[config.mk]
export PLATFORM = sky130hd
export DESIGN_NAME = tile_job_sender
export DESIGN_NICKNAME = d
export VERILOG_FILES = /design/src/rtl/tile_job_sender.sv
export SDC_FILE = /design/constraint.sdc
export NUM_CORES = 1
export LEC_CHECK = 0
export BUFFER_PORTS_ARGS = -buffer_cell sky130_fd_sc_hd__buf_2
export CAP_MARGIN = 20
export CORE_MARGIN = 3
export CORE_UTILIZATION = 25
export CTS_BUF_LIST = sky130_fd_sc_hd__clkbuf_8
export DETAILED_ROUTE_END_ITERATION = 10
export SYNTH_ARGS = -nofsm -noshare
export SYNTH_HDL_FRONTEND = slang
export SYNTH_SLANG_ARGS = --single-unit
[constraint.sdc]
create_clock -name clock -period 3.9 [get_ports clock]
set_input_delay 0.195 -clock clock [delete_from_list [all_inputs] [get_ports clock]]
set_output_delay 0.195 -clock clock [all_outputs]
set_load 0.01 [all_outputs]
[src/rtl/tile_job_sender.sv]
`default_nettype none
// ============================================================================
// Module   : tile_job_sender
// Brief    : Transmit end of the tile-solver job input stream. Holds one job's
//            c_real/c_imag limbs in a local store and, on start, serialises
//            the job as typed 32-bit words {type[2:0], payload[28:0]}:
//            ADDR, ZOOM, REAL x N, IMAG x N, [CSUM], END.
//            Optional feature macro: TILE_SENDER_CHECKSUM_EN inserts a CSUM
//            word (XOR of all limb payloads) just before END.
// Revision : 1.0 - initial release
// ============================================================================
module tile_job_sender #(
    parameter int LIMB_INDEX_BITS = 6,
    parameter int LIMB_SIZE_BITS  = 8
) (
    input  logic                       clock,
    input  logic                       reset,
    input  logic                       wr_en,
    input  logic                       wr_sel,
    input  logic [LIMB_INDEX_BITS-1:0] wr_index,
    input  logic [LIMB_SIZE_BITS-1:0]  wr_data,
    output logic                       wr_err,
    input  logic                       start,
    input  logic [28:0]                start_addr,
    input  logic [28:0]                start_zoom,
    input  logic [LIMB_INDEX_BITS:0]   start_num_limbs,
    output logic                       busy,
    output logic                       done,
    output logic                       out_valid,
    output logic [31:0]                out_data,
    input  logic                       out_ready,
    output logic                       out_end_of_stream
);

    localparam int c_depth = 1 << LIMB_INDEX_BITS;
    localparam logic [LIMB_INDEX_BITS:0] c_max_n = {1'b1, {LIMB_INDEX_BITS{1'b0}}};

    // Word type codes carried in out_data[31:29]
    localparam logic [2:0] c_ty_addr = 3'd0;
    localparam logic [2:0] c_ty_zoom = 3'd1;
    localparam logic [2:0] c_ty_real = 3'd2;
    localparam logic [2:0] c_ty_imag = 3'd3;
    localparam logic [2:0] c_ty_end  = 3'd4;

    // State encodes which word is currently presented on the output
    localparam logic [2:0] S_IDLE = 3'd0;
    localparam logic [2:0] S_ADDR = 3'd1;
    localparam logic [2:0] S_ZOOM = 3'd2;
    localparam logic [2:0] S_REAL = 3'd3;
    localparam logic [2:0] S_IMAG = 3'd4;
    localparam logic [2:0] S_END  = 3'd5;

    logic [LIMB_SIZE_BITS-1:0] r_real_mem [c_depth];
    logic [LIMB_SIZE_BITS-1:0] r_imag_mem [c_depth];

    logic [2:0]                 r_state;
    logic [LIMB_INDEX_BITS:0]   r_idx;
    logic [LIMB_INDEX_BITS:0]   r_n;
    logic [28:0]                r_zoom;
    logic                       r_out_valid;
    logic [31:0]                r_out_data;
    logic                       r_eos;
    logic                       r_done;
    logic                       r_wr_err;

    logic [2:0]                 w_state_nxt;
    logic [LIMB_INDEX_BITS:0]   w_idx_nxt;
    logic                       w_valid_nxt;
    logic [31:0]                w_data_nxt;
    logic                       w_eos_nxt;
    logic                       w_done_nxt;
    logic                       w_fire;
    logic                       w_idle;
    logic [LIMB_INDEX_BITS:0]   w_idx_inc;
    logic [LIMB_INDEX_BITS:0]   w_n_clamped;
    logic                       w_last_limb;

    // Word that follows the last IMAG word (or ZOOM when N=0)
    logic [2:0]                 w_tail_state;
    logic [31:0]                w_tail_data;
    logic                       w_tail_eos;

    assign w_fire      = r_out_valid && out_ready;
    assign w_idle      = (r_state == S_IDLE);
    assign w_idx_inc   = r_idx + 1'b1;
    assign w_last_limb = (w_idx_inc == r_n);
    assign w_n_clamped = (start_num_limbs > c_max_n) ? c_max_n : start_num_limbs;

`ifdef TILE_SENDER_CHECKSUM_EN
    localparam logic [2:0] c_ty_csum = 3'd5;
    localparam logic [2:0] S_CSUM    = 3'd6;

    logic [LIMB_SIZE_BITS-1:0] r_csum;
    logic [LIMB_SIZE_BITS-1:0] w_csum_nxt;
    logic                      w_limb_fire;

    // Running XOR including the limb being accepted this cycle
    assign w_limb_fire  = w_fire && ((r_state == S_REAL) || (r_state == S_IMAG));
    assign w_csum_nxt   = r_csum ^ (w_limb_fire ? r_out_data[LIMB_SIZE_BITS-1:0] : '0);
    assign w_tail_state = S_CSUM;
    assign w_tail_data  = {c_ty_csum, 29'(w_csum_nxt)};
    assign w_tail_eos   = 1'b0;

    // Checksum accumulator, cleared whenever a job is launched
    always_ff @(posedge clock) begin
        if (reset) begin
            r_csum <= '0;
        end else if (w_idle && start) begin
            r_csum <= '0;
        end else begin
            r_csum <= w_csum_nxt;
        end
    end
`else
    assign w_tail_state = S_END;
    assign w_tail_data  = {c_ty_end, 29'd0};
    assign w_tail_eos   = 1'b1;
`endif

    // Limb store writes; only accepted while idle, never cleared by reset
    always_ff @(posedge clock) begin
        if (wr_en && w_idle) begin
            if (wr_sel) begin
                r_imag_mem[wr_index] <= wr_data;
            end else begin
                r_real_mem[wr_index] <= wr_data;
            end
        end
    end

    // Next state and next output word; holds everything unless a transfer or start occurs
    always_comb begin
        w_state_nxt = r_state;
        w_idx_nxt   = r_idx;
        w_valid_nxt = r_out_valid;
        w_data_nxt  = r_out_data;
        w_eos_nxt   = r_eos;
        w_done_nxt  = 1'b0;
        case (r_state)
            S_IDLE: begin
                if (start) begin
                    w_state_nxt = S_ADDR;
                    w_valid_nxt = 1'b1;
                    w_data_nxt  = {c_ty_addr, start_addr};
                    w_eos_nxt   = 1'b0;
                end
            end
            S_ADDR: begin
                if (w_fire) begin
                    w_state_nxt = S_ZOOM;
                    w_data_nxt  = {c_ty_zoom, r_zoom};
                end
            end
            S_ZOOM: begin
                if (w_fire) begin
                    w_idx_nxt = '0;
                    if (r_n == '0) begin
                        w_state_nxt = w_tail_state;
                        w_data_nxt  = w_tail_data;
                        w_eos_nxt   = w_tail_eos;
                    end else begin
                        w_state_nxt = S_REAL;
                        w_data_nxt  = {c_ty_real, 29'(r_real_mem[0])};
                    end
                end
            end
            S_REAL: begin
                if (w_fire) begin
                    if (w_last_limb) begin
                        w_state_nxt = S_IMAG;
                        w_idx_nxt   = '0;
                        w_data_nxt  = {c_ty_imag, 29'(r_imag_mem[0])};
                    end else begin
                        w_idx_nxt  = w_idx_inc;
                        w_data_nxt = {c_ty_real, 29'(r_real_mem[w_idx_inc[LIMB_INDEX_BITS-1:0]])};
                    end
                end
            end
            S_IMAG: begin
                if (w_fire) begin
                    if (w_last_limb) begin
                        w_state_nxt = w_tail_state;
                        w_data_nxt  = w_tail_data;
                        w_eos_nxt   = w_tail_eos;
                    end else begin
                        w_idx_nxt  = w_idx_inc;
                        w_data_nxt = {c_ty_imag, 29'(r_imag_mem[w_idx_inc[LIMB_INDEX_BITS-1:0]])};
                    end
                end
            end
`ifdef TILE_SENDER_CHECKSUM_EN
            S_CSUM: begin
                if (w_fire) begin
                    w_state_nxt = S_END;
                    w_data_nxt  = {c_ty_end, 29'd0};
                    w_eos_nxt   = 1'b1;
                end
            end
`endif
            S_END: begin
                if (w_fire) begin
                    w_state_nxt = S_IDLE;
                    w_valid_nxt = 1'b0;
                    w_data_nxt  = '0;
                    w_eos_nxt   = 1'b0;
                    w_done_nxt  = 1'b1;
                end
            end
            default: begin
                w_state_nxt = S_IDLE;
                w_valid_nxt = 1'b0;
                w_data_nxt  = '0;
                w_eos_nxt   = 1'b0;
            end
        endcase
    end

    // State, registered outputs and job parameters captured at start
    always_ff @(posedge clock) begin
        if (reset) begin
            r_state     <= S_IDLE;
            r_idx       <= '0;
            r_n         <= '0;
            r_zoom      <= '0;
            r_out_valid <= 1'b0;
            r_out_data  <= '0;
            r_eos       <= 1'b0;
            r_done      <= 1'b0;
            r_wr_err    <= 1'b0;
        end else begin
            r_state     <= w_state_nxt;
            r_idx       <= w_idx_nxt;
            r_out_valid <= w_valid_nxt;
            r_out_data  <= w_data_nxt;
            r_eos       <= w_eos_nxt;
            r_done      <= w_done_nxt;
            r_wr_err    <= wr_en && !w_idle;
            if (w_idle && start) begin
                r_n    <= w_n_clamped;
                r_zoom <= start_zoom;
            end
        end
    end

    assign busy              = !w_idle;
    assign done              = r_done;
    assign wr_err            = r_wr_err;
    assign out_valid         = r_out_valid;
    assign out_data          = r_out_data;
    assign out_end_of_stream = r_eos;

endmodule
`default_nettype wire

==> impl_metrics.toml, run 1 <==
[hold_path]
min_path_type = "in2reg"
hold_start = "start_zoom[23]"

[final_layout]
utilization_pct = 30.1
area_delta_synth_final_pct = 18.8
final_cells = 5242
drive_gt1_share_pct = 24.8
fillers = 16866
fin_nets = 2873

[sta]
period_minus_slack_ps = 3270
max_freq_ghz = 0.306
setup_viol = 0
slew_violations = 0
fin_crit_sh_pct = 83.9
relSlewSlack_pct = 18.1
finalClockSkew_ps = 56.2
worst_pin_slew_ps = 1220
fin_setup_tns_ps = 0
rsz0062_at_grt = "false"
hold_viol = 0
fin_hold_ws_ps = 130

[setup_path]
path_delay_family = "compound AO/OA/AOI/OAI gates"
reg2reg_from = "r_idx[0]"
startpoint = "r_idx[0]"
required_ps = 4620
worstPathMaxFanout = 28
critPathCaptureType = "flip-flop"
critPathKind = "reg2reg"
path_cells = "ha_4, buf_12, nor2b_1, a32oi_1, a31oi_1, o21ai_0, a221oi_1, o2111ai_1"
arrival_ps = 3990
crit_path_max_incr_delay_ps = 680
cpMaxStageDelayCell = "ha_4"
critPathLaunchType = "flip-flop"
critPathBufInv = 1

[yosys]
synth-simple-area-share_pct = 6.46
synth_compound_area_share_pct = 3.68
yosysTopAreaCell = "edfxtp_1"
synth_top_family_by_area = "multiplexers"
synthAdderAreaFrac_pct = 0.0287
synth_seq_cells = 1106
synth_top_area_share_pct = 70.5
async_flop_share_pct = 0
synth-seq-area-share_pct = 74.3
synth_edf_count = 1024
netlist_instances = 2434
syn_nets = 2520
yosys_warnings = 0
synth_area_sq_um = 43600
synth-xor-area-share_pct = 0.359
syn_avg_cell_area_sq_um = 17.9
synthTopCellsByArea = "edfxtp_1 (70%), mux4_2 (13%), dfxtp_1 (3.8%)"
synthFlopType = "edfxtp_1"
synth.area.mux_share_pct = 13.7
netlist-cell-type-count = 74

[power_and_ir_drop]
p_leak_uw = 0.0161
internal_power_uw = 18700
switchingPower_uw = 6340
vdd_drop_max_mv = 0.317
power_frac_seq_pct = 53.2
cellPowerDensity_nw_per_um2 = 483
combPwrFrac_pct = 8.6
clockPowerShare_pct = 38.2
p_sw_share_pct = 25.3

[floorplan]
initial_core_util_pct = 25.3
rows = 152
die_area_sq_um = 180000
die_h_microns = 424
core_sq_um = 172000
pin_count = 122
die_x_microns = 424

[clock_tree]
clkTransAtPathRegs_ps = 60
clock_latency_ps = 890
cts_buffer_depth = 3
post_cts_resized = 0
cts-root-buf = "clkbuf_8"
htreeDepth = 4
numCtsBuffers = 175
tritoncts = "yes"
cts_sinks = 1106

[global_route]
grt.overflow.total = 0
antenna_found_initial = 12
grt_pass1_wl_microns = 170000
track_usage_pct = 12.9
grt_max_degree = 103
grt_pass1_vias = 24571

[job]
maxCapViolCount = 0

[drt]
drc = 0
antenna_left = 0
drt-pass1-iter-count = 6
wl_per_cell_microns = 22.2
totalWireLength_microns = 117000
drt_iter0_markers = 2348
viasPerCell = 4.60
vias = 24138

[outcome]
status = "finished clean"

[placed_design]
finalWeightedCongestion = 0.884
io_buffer_count = 121
dp_hpwl_microns = 72700
placed_cells = 4833
## kinds of logic (layout without fill, tap and decap cells)
logic type               count (synthesis)  after routing
buffers and inverters                  153            648
other                                    0              3
adder cells (fa/ha/maj)                  1              1
AO/OA/AOI/OAI                          226            226
AND/OR/NAND/NOR                        647            647
flip-flops                            1106           1106
multiplexers                           287            287
XOR/XNOR                                14             14
## worst min-delay path, delay by kind of cell
| kind | cells | cell delay, ps |
|---|---|---|
| AOI/OAI and AO/OA | 1 | 50 |
| and+or+nand+nor | 1 | 40 |
| buffers and inverters | 2 | 650 |
## state kept, by name, summed over array words and instances, names as in the netlist
register,flops
r_imag_mem,512
r_real_mem,512
out_data,32
r_zoom,29
r_idx,7
r_n,7
r_state,3
done,1
out_end_of_stream,1
out_valid,1
wr_err,1
## through the flow
step	total power [uW]	instance area (sq um)	setup slack (ps)
3_3_place_gp	15600	47500	697
2_1_floorplan	14600	43600	1250
6_report	25000	51800	627
5_1_grt	26100	51800	460
4_1_cts	25300	51800	634
3_5_place_dp	15700	47500	683
## placed cells by master (no fill, tap or decap), types with 67 or more instances in the layout
cell and n:
clkbuf_8 183, buf_2 113, nand2_1 299, edfxtp_1 1024, mux4_2 248, dfxtp_1 81, nor2_1 177, nand3_1 91
buf_4 108, a21oi_1 67, dlygate4sd3_1 86
## cells in the mapped netlist (17+ instances only)
cell type / n
nor2_1: 177
dfxtp_1: 82
edfxtp_1: 1024
buf_2: 50
nand3_1: 91
o21ai_0: 20
mux2i_1: 38
a21oi_1: 67
mux4_2: 248
a31oi_1: 17
a22oi_1: 28
clkbuf_1: 72
a22o_1: 21
nand2_1: 299
## layout make-up
class / instances / area, sq um / share of cell area, %
Clock inverter: 136 / 888 / 1.71
Tap cell: 2310 / 2890 / 5.58
Timing Repair Buffer: 317 / 2440 / 4.72
Inverter: 12 / 45.0 / 0.0869
Sequential cell: 1106 / 32400 / 62.5
Antenna cell: 3 / 7.51 / 0.0145
Multi-Input combinational cell: 1175 / 10600 / 20.5
Clock buffer: 183 / 2520 / 4.86
## final timing paths
kind	cells past startpoint	end	slack, ps
worst min-delay path	4	r_zoom[23]	130
worst min register to register	2	r_zoom[16]	450
worst max-delay path	8	out_data[2]	630
worst max register to register	8	out_data[2]	630
## timing repair
action	4_1_cts	5_1_grt
hold endpoints to repair	494	36
buffers inserted	0	0
hold buffers	85	1
## metal layers
layer	vias to the layer above	wire length, microns	GRT usage [%]
met2	999	54800	20.4
met4	2	4740	5.43
met5	-	13	0
li1	10477	-	-
met3	216	8990	3.01
met1	12444	48100	16.9
## power by group through the flow
stage / Clock [uW] / Sequential (uW) / Combinational, uW
final: 9560 / 13300 / 2150
after global routing: 10400 / 13300 / 2330
after CTS: 9820 / 13300 / 2170
after detailed placement: 0 / 13600 / 2080
after global placement: 0 / 13600 / 2070
after floorplan: 0 / 13500 / 1120
Note: power is estimated with default switching activity, not from simulation.
==> run 2, diff against run 1 <==
Settings changed: ABC_AREA from default to 1.
Clock period 3.9 ns to 2.85 ns, I/O delays scaled along.
==> run 2 against run 1 <==
  * Sequential share of layout area shrank 3.6 points
  * Largest power group unchanged
  * Routed wire length grew 18%
  * Critical path type unchanged
  * Cell area is 6.1% higher
==> impl_metrics.toml, run 2 <==
[yosys]
synth_top_area_share_pct = 67.5
netlist_instances = 4072
syn_nets = 4158
async_flop_share_pct = 0
synthFlopType = "edfxtp_1"
synthTopCellsByArea = "edfxtp_1 (67%), nand3_1 (11%), nand2_1 (10%)"
synth_compound_area_share_pct = 1.58
yosysTopAreaCell = "edfxtp_1"
netlist-cell-type-count = 31
synth-xor-area-share_pct = 0.0384
synth-seq-area-share_pct = 71.1
synth_top_family_by_area = "simple AND/OR/NAND/NOR gates"
synth-simple-area-share_pct = 23.6
syn_avg_cell_area_sq_um = 11.2
synth_edf_count = 1024
synthAdderAreaFrac_pct = 0.0275
synth_most_common_cell = "nand2_1"
yosys_warnings = 0
synth.area.mux_share_pct = 0
synth_area_sq_um = 45600
synth_seq_cells = 1106
yosys-top-cells-count = "nand2_1 (1,253), nand3_1 (1,038), edfxtp_1 (1,024)"

[clock_tree]
cts-root-buf = "clkbuf_8"
clkTransAtPathRegs_ps = 60
tritoncts = "yes"
cts_buffer_depth = 3
numCtsBuffers = 178
htreeDepth = 4
cts_sinks = 1106
clock_latency_ps = 850

[setup_path]
critPathLaunchType = "flip-flop"
cp.depth = 13
path_cells = "ha_4, inv_8, buf_12, buf_12, nand3_1, nand3_1, nand3_1, nand3_1, nand3_1, nand3_1, nand3_1, nand2_1, a21oi_1"
critPathKind = "reg2reg"
required_ps = 3540
worstPathMaxFanout = 30
r2r_cells = 13
crit_path_max_incr_delay_ps = 440
arrival_ps = 3380
critPathCaptureType = "flip-flop"
path_delay_family = "simple AND/OR/NAND/NOR gates"
critPathBufInv = 3
cpMaxStageDelayCell = "dfxtp_1"
cp_common_cell = "nand3_1"

[floorplan]
die_area_sq_um = 187000
core_sq_um = 181000
initial_core_util_pct = 25.2
die_x_microns = 433
pin_count = 122
die_h_microns = 433
rows = 156

[sta]
hold_viol = 0
fin_crit_sh_pct = 94.4
fin_hold_ws_ps = 150
slew_violations = 0
relSlewSlack_pct = 31.7
worst_pin_slew_ps = 1020
period_minus_slack_ps = 2690
finalClockSkew_ps = 45.5
max_freq_ghz = 0.372
setup_viol = 0

[placed_design]
dp_hpwl_microns = 85200
finalWeightedCongestion = 0.907
io_buffer_count = 121

[final_layout]
area_delta_synth_final_pct = 20.7
final_common_cell = "nand2_1"
drive_gt1_share_pct = 13.4
fin_nets = 4604
layout_common_cells = "nand2_1 (1,252), nand3_1 (1,037), edfxtp_1 (1,024), buf_4 (216), clkbuf_8 (182)"
fillers = 18184

[global_route]
grt_max_degree = 127
grt_pass1_wl_microns = 205000
antenna_found_initial = 6
track_usage_pct = 14.4
grt_pass1_vias = 32272
grt.overflow.total = 0

[power_and_ir_drop]
vdd_drop_max_mv = 0.399
p_leak_uw = 0.0197
power_uw = 35600
p_sw_share_pct = 27.7
internal_power_uw = 25700
switchingPower_uw = 9850
combPwrFrac_pct = 13.8
power_frac_seq_pct = 51.2
cellPowerDensity_nw_per_um2 = 646
clockPowerShare_pct = 35.0

[hold_path]
min_path_type = "in2reg"
min_path_cells = 5

[drt]
vias = 33183
viasPerCell = 4.72
totalWireLength_microns = 138000
antenna_left = 0
drt-pass1-iter-count = 8
drt_iter0_markers = 3667
wl_per_cell_microns = 19.6
drc = 0

[outcome]
status = "finished clean"

[job]
maxCapViolCount = 0
-- run 2: kinds of logic after synthesis --
family | Yosys count
AO/OA/AOI/OAI | 137
XOR/XNOR | 2
adder cells (fa/ha/maj) | 1
buffers and inverters | 333
flip-flops | 1106
AND/OR/NAND/NOR | 2493
-- run 2: repair_timing --
item	CTS	global route
hold buffers	151	0
setup buffers	0	4
resized for setup	0	8
endpoints found under the hold margin	462	0
endpoints found under the setup margin	0	30
-- run 2: worst paths after layout --
check                                        end         from  slack [ps]
worst min-delay path            r_real_mem[2][7]  wr_index[4]         150
worst max-delay path                 out_data[4]     r_idx[1]         160
worst min register to register        r_zoom[16]   r_zoom[16]         470
worst max register to register       out_data[4]     r_idx[1]         160
-- run 2: tightest hold or removal path, stage by stage --
cell     delay, ps
buf_2          140
nor3_1         170
nand2_1        140
nor2_1          50
buf_4          170
-- run 2: power by group through the flow --
stage	Combinational, uW	Sequential (uW)	Clock (uW)
after floorplan	2400	18500	0
after global placement	4370	18500	0
after detailed placement	4390	18500	0
after CTS	4770	18200	12700
after global routing	5330	18200	13500
final	4920	18200	12400
-- run 2: layer usage --
layer / vias up / global-route usage, % / wire length (microns)
met5: - / 0 / 0
met4: 0 / 5.62 / 4590
met3: 268 / 3.30 / 12000
met2: 1561 / 23.0 / 64700
met1: 16108 / 18.8 / 56800
li1: 15246 / - / -
-- run 2: layout make-up --
cell class	instances	area, sq um	area share, %
multi-input cells	2633	11600	21.0
well taps	2370	2970	5.39
clock buffers	182	2500	4.55
diodes	6	15.0	0.0273
flip-flops and latches	1106	32400	58.9
repair buffers	526	4590	8.34
inverters	73	295	0.537
clock inverters	133	686	1.25
-- run 2: per-stage QoR --
step	setup WS, ps	utilization [%]	instances	cell area [sq um]	setup TNS [ps]
after floorplan	763	-	4072	45600	0
after global placement	217	27.8	6553	50200	0
after detailed placement	208	27.8	6553	50200	0
after CTS	68.8	30.4	7019	54900	0
after global routing	-8.35	30.4	7026	55000	-8.35
final	160	30.4	7029	55000	0
